## config.mk

```make
export PLATFORM = sky130hd
export DESIGN_NAME = fifo_stream_reader
export DESIGN_NICKNAME = d
export VERILOG_FILES = /design/src/rtl/fifo_stream_reader.sv
export SDC_FILE = /design/constraint.sdc
export NUM_CORES = 1
export LEC_CHECK = 0
export CAP_MARGIN = 20
export CELL_PAD_IN_SITES_DETAIL_PLACEMENT = 1
export CELL_PAD_IN_SITES_GLOBAL_PLACEMENT = 1
export CORE_UTILIZATION = 47
export DETAILED_ROUTE_END_ITERATION = 10
export GPL_TIMING_DRIVEN = 1
export PLACE_DENSITY_LB_ADDON = 0.1
export SYNTH_ARGS = -nofsm -noshare
export SYNTH_HDL_FRONTEND = slang
export SYNTH_SLANG_ARGS = --single-unit
```

## constraint.sdc

```tcl
create_clock -name clk -period 15.27 [get_ports clk]
set_input_delay 3.054 -clock clk [delete_from_list [all_inputs] [get_ports clk]]
set_output_delay 3.054 -clock clk [all_outputs]
set_load 0.02 [all_outputs]
```

## src/rtl/fifo_stream_reader.sv

```systemverilog
// fifo_stream_reader: drains a synchronous FIFO (1-clk read latency) into a
// valid/ready stream. A 3-entry skid buffer plus an in-flight flag lets the
// reader issue pops without looking at m_ready, which keeps m_ready out of
// the fifo_rd_en path while still sustaining one word per clock.
// m_last marks the final beat of each BURST_LEN-beat burst.
module fifo_stream_reader #(
  parameter int DATA_WIDE = 64,
  parameter int BURST_LEN = 8
) (
  input  logic                 clk,
  input  logic                 rst_n,
  input  logic                 flush,
  input  logic                 fifo_empty,
  output logic                 fifo_rd_en,
  input  logic [DATA_WIDE-1:0] fifo_dout,
  output logic                 m_valid,
  input  logic                 m_ready,
  output logic [DATA_WIDE-1:0] m_data,
  output logic                 m_last,
  output logic [1:0]           level
);

  localparam logic [7:0] LAST_BEAT = 8'(BURST_LEN - 1);

  logic [DATA_WIDE-1:0] mem [3];
  logic [1:0]           head;
  logic [1:0]           tail;
  logic [1:0]           count;
  logic                 inflight;
  logic                 run;       // low until the first edge after reset release
  logic [7:0]           beat;
  logic [2:0]           occupancy;
  logic                 capture;
  logic                 pop;

  // Pointers walk 0,1,2,0,...
  function automatic logic [1:0] ptr_inc(input logic [1:0] p);
    return (p == 2'd2) ? 2'd0 : p + 2'd1;
  endfunction

  // Pop request, capture/pop strobes and the stream outputs, all decoded from
  // registered state plus the upstream empty flag and flush.
  // NOTE: every signal gets a default first, so no path leaves one unassigned
  // and no latch is inferred.
  always_comb begin
    occupancy  = {1'b0, count} + {2'b00, inflight};
    fifo_rd_en = 1'b0;
    if (run && !fifo_empty && !flush && (occupancy < 3'd3)) begin
      fifo_rd_en = 1'b1;
    end
    m_valid = (count != 2'd0);
    m_data  = m_valid ? mem[head] : '0;
    m_last  = m_valid && (beat == LAST_BEAT);
    level   = count;
    capture = inflight && !flush;
    pop     = m_valid && m_ready && !flush;
  end

  // Control state: pointers, occupancy, in-flight flag and beat counter.
  // NOTE: registered state uses non-blocking assignments so every flop sees
  // the pre-edge values of its peers, independent of statement order.
  always_ff @(posedge clk or negedge rst_n) begin
    if (!rst_n) begin
      head     <= 2'd0;
      tail     <= 2'd0;
      count    <= 2'd0;
      inflight <= 1'b0;
      beat     <= 8'd0;
      run      <= 1'b0;
    end else begin
      run      <= 1'b1;
      // fifo_rd_en is already forced low during flush, so this also clears it.
      inflight <= fifo_rd_en;
      if (flush) begin
        head  <= 2'd0;
        tail  <= 2'd0;
        count <= 2'd0;
        beat  <= 8'd0;
      end else begin
        if (capture) begin
          tail <= ptr_inc(tail);
        end
        if (pop) begin
          head <= ptr_inc(head);
          beat <= (beat == LAST_BEAT) ? 8'd0 : beat + 8'd1;
        end
        // Capture and pop together leave the count unchanged.
        unique case ({capture, pop})
          2'b10:   count <= count + 2'd1;
          2'b01:   count <= count - 2'd1;
          default: count <= count;
        endcase
      end
    end
  end

  // Buffer storage: the returning FIFO word lands in the tail entry.
  // NOTE: storage is deliberately not reset; count tracks which entries are
  // meaningful and m_data is masked to zero whenever the buffer is empty.
  always_ff @(posedge clk) begin
    if (capture) begin
      mem[tail] <= fifo_dout;
    end
  end

endmodule
```

==> results of run 1 <==
## cells by family (layout without fill, tap and decap cells)
group / Yosys count / after routing / synth area share [%]
compound gates: 84 / 84 / 5.697
xor+xnor: 5 / 5 / 0.5319
fa+ha+maj: 3 / 3 / 0.4558
buf+inv: 38 / 190 / 2.082
flops: 208 / 208 / 74.87
mux: 65 / 65 / 7.900
other cells: 1 / 1 / 0.04554
simple gates: 164 / 164 / 8.417
## routing by layer
layer  part of all wire [%]  wire length (um)  vias up
met3                    4.6               818       28
met5                      0                 0        -
met2                     52              9216      117
met1                     42              7434     2477
li1                       -                 -     2355
met4                    1.6               285        0
## metrics by stage
step                hold slack [ns]  cell area (um2)
floorplan                    0.4865             8235
global placement             0.5201             9829
detailed placement           0.5436             9829
CTS                          0.5520            10500
global route                 0.5537            10500
finish                       0.5469            10500
## critical path, cell delays in order
cell and delay, ns:
clkdlybuf4s50_1 0.67, or4b_2 0.77, a21oi_1 0.19, clkdlybuf4s50_1 0.64
## how the worst max path moves through the flow
stage,slack [ns],to,startpoint
final,6.89,fifo_rd_en,flush
after global routing,6.80,fifo_rd_en,flush
after floorplan,6.76,mem[2][0],flush
after CTS,6.88,fifo_rd_en,flush
after global placement,6.95,fifo_rd_en,flush
after detailed placement,6.88,fifo_rd_en,flush
## area by class of cell
cell class                      count  share of cell area, %
Clock inverter                     13                 0.7863
Clock buffer                       27                  5.623
Inverter                            4                 0.1430
Timing Repair Buffer              146                  13.70
Sequential cell                   208                  58.78
Tap cell                          225                  2.680
Multi-Input combinational cell    322                  18.29
## power by group
group          internal [mW]  switching [mW]  leakage, nW  total [mW]
sequential             0.628         0.00356         1.95       0.631
combinational         0.0311          0.0301         1.21      0.0612
clock                  0.291           0.207        0.329       0.497
total                  0.949           0.240         3.48        1.19
## registers in the layout, indices dropped and copies added, names as in the netlist
name and count:
tail 2, beat 8, run 1, mem 192, head 2, level 2
inflight 1
## layout by cell type (no fill, tap or decap), types with 2 or more instances in the layout
master / count
o21ai_0: 2
clkinv_1: 9
inv_1: 4
and3_1: 2
nand3b_1: 2
ha_1: 3
nor2_1: 135
a31oi_1: 2
clkinv_2: 2
xnor2_1: 3
clkbuf_1: 4
clkdlybuf4s50_1: 137
edfxtp_1: 192
nor3b_2: 2
mux2i_1: 65
dfrtp_4: 2
nand2b_1: 2
xor2_1: 2
clkbuf_16: 23
a41oi_1: 2
dfrtp_1: 14
buf_4: 9
a21oi_1: 72
nor3b_1: 2
nand2_1: 4
nand3_1: 6
==> out/results.ini, run 1 <==
[timing]
tightest_slew_ns=0.8769
rsz0062_at_grt=false
slew_headroom_pct=41.40
finalSetupViolCount=0
tns_ns=0
slew_viol_final=0
hold_violations=0
fin_crit_sh_pct=54.86
layout_min_cycle_time_ns=8.377
fin_skew_ns=0.009789
max_freq_ghz=0.1194
layout_setup_ws_ns=6.893

[place]
dpl.hpwl_mm=10.78
numPlacedInstances=905
pre_cts_ws_ns=6.876
port_buffers=137
gp_congestion=0.7329

[power]
p_leak_nw=3.482
powerDensity_nw_per_um2=113.3
total_power_mw=1.190
ir_drop_mv=0.09022

[layout]
final-seq-area_um2=6173
post-route-util_pct=61.15
drive_gt1_share_pct=6.667
nets=777
multi_input_area_um2=1921
syn_to_final_growth_pct=27.53
fillerInstances=1626
finalNonFillerCells=945
diodes=0

[worst_setup_path]
reg2reg_slack_ns=13.15
path_class=in2out
end_kind=output pin
r2r_end=head[0]
cp.arrival_ns=5.32
r2r_cells=4
path_max_fanout=14
start_kind=primary input
timing.rr.start=head[1]
required_ns=12.22

[synth]
synth_edf_count=192
synth_largest_area_cell=edfxtp_1
dominantRegCellSynth=edfxtp_1
synth.most_common_cell=edfxtp_1
yosys_warnings=0
ys_seq_area_share_pct=74.87
syn_nets=640
synth_top_cell_area_share_pct=70.01
synth_area_leaders=edfxtp_1 70%, mux2i_1 7.9%, nor2_1 6.2%, dfrtp_1 4.9%, a21oi_1 4.4%
synthesis.area_um2=8235
syn_inst=568
synth-seq-cells=208
synth_commonest_cells=192 x edfxtp_1, 136 x nor2_1, 72 x a21oi_1
synth-async-reset-ratio_pct=7.692
synth_cell_types=36
syn_area_per_cell_um2=14.50

[run_status]
status=completed

[cts]
clockBufferDepth=3
hold_buffers=0
clk_pin_slew_worst_paths_ns=0.06
cts-resized-gates=0
numCtsBuffers=23
cts_setup_buffers=0
cts_max_level=1
cts_root_buf=clkbuf_16
clock_latency_ns=0.50
cts_tree=yes
cts_sinks=208

[detailed_routing]
ant_nets=0
viasPerCell=5.267
avgRoutedWirePerCell_um=18.79
wirelength_mm=17.76
drtPass1Iterations=5
route.detailed.drc=0
vias=4977
drtIter0Drc=271

[global_route]
grt_usage_pct=20.16
use_met2_pct=36.85
grt_overflow=0
met3_usage_pct=3.741
grt.busiest_layer=met2
use_met1_pct=24.44
antenna_found_initial=0
grt_start_max_net_pins=68
grt_pass1_wl_mm=28.10
first_global_vias=5440

[min_path]
min_path_type=reg2reg
whs_endpoint=beat[6]
holdPathStages=1
hold_start=beat[6]

[die]
die_area_um2=18060
die_width_um=134.4
core_um2=17180
die_y_um=134.4
num_io_pins=138
rows=48
initial_core_util_pct=47.95

[flow_run]
maxCapViolCount=0

No activity file was read; power rests on OpenSTA's default activity.
==> run 2, diff against run 1 <==
--- a/config.mk
+++ b/config.mk
@@ -8,7 +8,7 @@
 export CAP_MARGIN = 20
 export CELL_PAD_IN_SITES_DETAIL_PLACEMENT = 1
 export CELL_PAD_IN_SITES_GLOBAL_PLACEMENT = 1
-export CORE_UTILIZATION = 47
+export CORE_UTILIZATION = 39
 export DETAILED_ROUTE_END_ITERATION = 10
 export GPL_TIMING_DRIVEN = 1
 export PLACE_DENSITY_LB_ADDON = 0.1
==> constraint.sdc (replaced) <==
create_clock -name clk -period 6.8 [get_ports clk]
set_input_delay 1.36 -clock clk [delete_from_list [all_inputs] [get_ports clk]]
set_output_delay 1.36 -clock clk [all_outputs]
set_load 0.02 [all_outputs]
==> run 2 against run 1 <==
Sequential cell count did not move. Sequential power is 130% higher. Clock power grew 120%. Combinational power up 130%. Largest cell class unchanged. Highest routed layer unchanged.
==> out/results.ini, run 2 (synthesis gave the netlist of run 1 again) <==
[layout]
top_register=mem
finalNonFillerCells=991
final_cell_mix=192 x edfxtp_1, 137 x clkdlybuf4s50_1, 135 x nor2_1
final_common_cell=edfxtp_1
top_regs=mem: 192 flops, beat: 8 flops
nets=778
drive_gt1_share_pct=6.657
largest_register_ffs=192
diodes=0
syn_to_final_growth_pct=28.14

[timing]
max_freq_ghz=0.2005
rsz0062_at_grt=false
fin_crit_sh_pct=73.34
layout_min_cycle_time_ns=4.987
hold_violations=0
fin_skew_ns=0.005015
slew_viol_final=0
finalSetupViolCount=0
slew_headroom_pct=41.29
tightest_slew_ns=0.8806
layout_setup_ws_ns=1.813

[global_route]
grt_start_max_net_pins=79
grt_usage_pct=17.46
grt_pass1_wl_mm=29.43
antenna_found_initial=0
first_global_vias=5578
grt_overflow=0

[cts]
cts_max_level=1
hold_buffers=0
clk_pin_slew_worst_paths_ns=0.05
clock_latency_ns=0.50
clockBufferDepth=3
cts_root_buf=clkbuf_16
numCtsBuffers=23
cts_setup_buffers=0
cts_sinks=208
cts-resized-gates=0
cts_tree=yes

[worst_setup_path]
start_kind=primary input
crit_top_cell=clkdlybuf4s50_1
worst-path-buf-inv=2
cp.arrival_ns=3.63
path_class=in2out
crit_family=buffers and inverters
slowest_stage=or4b_2
required_ns=5.44
end_kind=output pin
worstPathCellList=clkdlybuf4s50_1 > or4b_2 > a21oi_1 > clkdlybuf4s50_1
slowest_delay_ns=0.78
path_max_fanout=14

[detailed_routing]
avgRoutedWirePerCell_um=18.70
viasPerCell=5.055
ant_nets=0
wl_met3_um=921
routed.top_layer=met4
dr_wl_met2_mm=9.604
drtIter0Drc=238
drtPass1Iterations=4
wirelength_mm=18.53
vias=5010
route.detailed.drc=0
wl_met1_mm=7.707

[power]
p_leak_nw=3.477
powerDensity_nw_per_um2=249.9
ir_drop_mv=0.1573

[place]
pre_cts_ws_ns=1.805
numPlacedInstances=951
dpl.hpwl_mm=10.95
port_buffers=137
gp_congestion=0.6974

[die]
rows=52
die_area_um2=21700
num_io_pins=138
die_width_um=147.3
initial_core_util_pct=40.18
die_y_um=147.3
core_um2=20490

[flow_run]
maxCapViolCount=0

[min_path]
min_path_type=reg2reg

[run_status]
status=completed

run 2: cell types whose count changed in the layout (fill, tap and decap cells not counted):
cell / delta
clkbuf_1: +7
clkinv_1: -6
buf_12: +1
bufinv_16: -1
run 2: final timing paths:
kind                       startpoint          to  slack (ns)  cells past startpoint
max                             flush  fifo_rd_en        1.81                      4
min                           beat[6]     beat[6]        0.53                      1
max reg2reg                  inflight  mem[2][63]        4.90                      3
min reg2reg                   beat[6]     beat[6]        0.53                      1
max in group asynchronous       rst_n     head[0]        4.91                      1
min in group asynchronous       rst_n    inflight        1.32                      1
run 2: through the flow:
step	hold WS (ns)	power [mW]	instance area (um2)	setup TNS (ns)	util (%)
finish	0.5289	2.637	10550	0	51.49
global route	0.5502	2.728	10550	0	51.49
CTS	0.5309	2.676	10550	0	51.49
detailed placement	0.5225	1.584	9906	0	48.33
global placement	0.5309	1.577	9886	0	48.24
floorplan	0.4865	1.499	8235	-0.9345	-
run 2: per-layer routing:
layer  global-route usage (%)  vias up
met2                    31.98      109
met1                    20.80     2514
li1                         -     2363
met5                        0        -
met4                    4.433        0
met3                    3.571       24
run 2: area by class of cell:
cell class / instances / area, um2
Sequential cell: 208 / 6173
Clock inverter: 6 / 30.03
Clock buffer: 34 / 616.8
Fill cell: 2034 / 9942
Multi-Input combinational cell: 322 / 1921
Timing Repair Buffer: 147 / 1459
Inverter: 4 / 15.01
Tap cell: 270 / 337.8
run 2: where the power goes:
group          switching [mW]  total [mW]  internal [mW]
clock                   0.456        1.08          0.624
combinational          0.0672       0.138         0.0707
sequential            0.00876        1.42           1.41
total                   0.532        2.64           2.10
==> run 3, diff against run 2 <==
--- a/config.mk
+++ b/config.mk
@@ -8,7 +8,7 @@
 export CAP_MARGIN = 20
 export CELL_PAD_IN_SITES_DETAIL_PLACEMENT = 1
 export CELL_PAD_IN_SITES_GLOBAL_PLACEMENT = 1
-export CORE_UTILIZATION = 39
+export CORE_UTILIZATION = 44
 export DETAILED_ROUTE_END_ITERATION = 10
 export GPL_TIMING_DRIVEN = 1
 export PLACE_DENSITY_LB_ADDON = 0.1
==> constraint.sdc (replaced) <==
create_clock -name clk -period 4.9 [get_ports clk]
set_input_delay 0.98 -clock clk [delete_from_list [all_inputs] [get_ports clk]]
set_output_delay 0.98 -clock clk [all_outputs]
set_load 0.02 [all_outputs]
==> run 3 against run 2 <==
The flow now finishes with violations (design-rule violations). Clock power grew 49%. Wire length fell by 1.1%. Global-route usage increased by 2.0 points. Die area is 11% lower. Via count rose by 0.64%. Clock skew increased by 0.0088 ns. Critical path depth rose by 1. Hold slack improved by 0.035 ns. Final area grew 0.19%. Core utilization grew 6.8 points. Total power is 43% higher. Sequential share of layout area is 0.11 points lower. Critical endpoint unchanged.
==> out/results.ini, run 3 (synthesis gave the netlist of run 1 again) <==
[run_status]
status=finished with violations
violations=design-rule violations

[timing]
tightest_slew_ns=0.9496
slew_viol_final=0
fin_crit_sh_pct=82.54
max_freq_ghz=0.2473
fin_skew_ns=0.01386
layout_min_cycle_time_ns=4.044
tns_ns=0
hold_violations=0
slew_headroom_pct=36.69
hold_slack_ns=0.5643
finalSetupViolCount=0
rsz0062_at_grt=false
layout_setup_ws_ns=0.8555

[layout]
diodes=0
syn_to_final_growth_pct=28.38
nets=778
top_register=mem
final_cell_mix=192 x edfxtp_1, 137 x clkdlybuf4s50_1, 135 x nor2_1
largest_register_ffs=192
fillerInstances=1734
drive_gt1_share_pct=7.242
final_common_cell=edfxtp_1
top_regs=mem: 192 flops, beat: 8 flops
post-route-util_pct=58.26

[flow_run]
maxCapViolCount=0

[cts]
cts-resized-gates=0
cts_tree=yes
clk_pin_slew_worst_paths_ns=0.06
cts_max_level=1
numCtsBuffers=22
clock_latency_ns=0.50
cts_setup_buffers=0
clockBufferDepth=3
cts_sinks=208
hold_buffers=0
cts_root_buf=clkbuf_16

[power]
internal-power_mw=3.032
powerDensity_nw_per_um2=356.8
p_clk_share_pct=42.7
combPwrFrac_pct=5.2
p_switching_uw=740.5
total_power_mw=3.773
p_leak_nw=3.514
ir_drop_mv=0.2760
p_seq_share_pct=52.1
p_sw_share_pct=19.63

[global_route]
first_global_vias=5601
grt_usage_pct=19.44
grt_overflow=0
use_met1_pct=22.71
grt.busiest_layer=met2
antenna_found_initial=0
grt_pass1_wl_mm=29.30
grt_start_max_net_pins=81
use_met2_pct=36.20
met3_usage_pct=4.109

[min_path]
min_path_type=reg2reg
hold_start=beat[6]
whs_endpoint=beat[6]
holdPathStages=1

[die]
rows=49
die_area_um2=19270
die_y_um=138.8
die_width_um=138.8
initial_core_util_pct=45.38
core_um2=18150
num_io_pins=138

[place]
port_buffers=137
dpl.hpwl_mm=11.10
gp_congestion=0.7259
pre_cts_ws_ns=0.8514

[worst_setup_path]
cp.arrival_ns=3.06
required_ns=3.92
r2r_cells=5
path_max_fanout=14
reg2reg_slack_ns=2.81
start_kind=primary input
path_class=in2out
timing.rr.start=level[0]
end_kind=output pin
r2r_end=beat[7]

[detailed_routing]
vias=5042
wirelength_mm=18.33
drtIter0Drc=227
avgRoutedWirePerCell_um=19.36
route.detailed.drc=8
ant_nets=0
drtPass1Iterations=7
viasPerCell=5.324

## run 3: cell types whose count changed in the layout (fill, tap and decap cells not counted)
cell and delta:
clkinv_2 +1, bufinv_16 +3, clkbuf_1 -7, clkinv_8 +1, inv_6 -1, clkbuf_16 -1
buf_12 +1
## run 3: how the worst max path moves through the flow
stage	startpoint	endpoint	slack (ns)	depth (start not counted)
after floorplan	flush	mem[2][0]	-1.53	2
after global placement	flush	fifo_rd_en	0.89	5
after detailed placement	flush	fifo_rd_en	0.85	5
after CTS	flush	fifo_rd_en	0.85	5
after global routing	flush	fifo_rd_en	0.76	5
final	flush	fifo_rd_en	0.86	5
## run 3: power by group through the flow
stage               clock, mW  sequential, mW  combinational [mW]
floorplan                   0            2.00              0.0804
global placement            0            2.00               0.186
detailed placement          0            2.00               0.195
CTS                      1.65            1.97               0.197
global route             1.70            1.97               0.210
finish                   1.61            1.97               0.194
## run 3: layer usage
metal / up-vias / share of wire [%]
met4: 0 / 1.7
li1: 2354 / -
met1: 2549 / 41
met2: 112 / 53
met3: 27 / 4.5
met5: - / 0
## run 3: stage by stage
step                instance area (um2)  std cells
finish                            10570        947
global route                      10570        947
detailed placement                 9874        911
floorplan                          8235        568
global placement                   9874        911
CTS                               10570        947
## run 3: layout make-up
class / instances / area, um2 / share of cell area [%]
clock buffers: 26 / 565.5 / 5.349
clock inverters: 10 / 132.6 / 1.254
inverters: 4 / 15.01 / 0.1420
multi-input cells: 322 / 1921 / 18.17
flip-flops and latches: 208 / 6173 / 58.39
well taps: 229 / 286.5 / 2.710
repair buffers: 148 / 1479 / 13.99
## run 3: critical path, cell delays in order
cell	delay (ns)
clkdlybuf4s50_1	0.40
buf_4	0.19
or4b_2	0.67
a21oi_1	0.19
clkdlybuf4s50_1	0.63
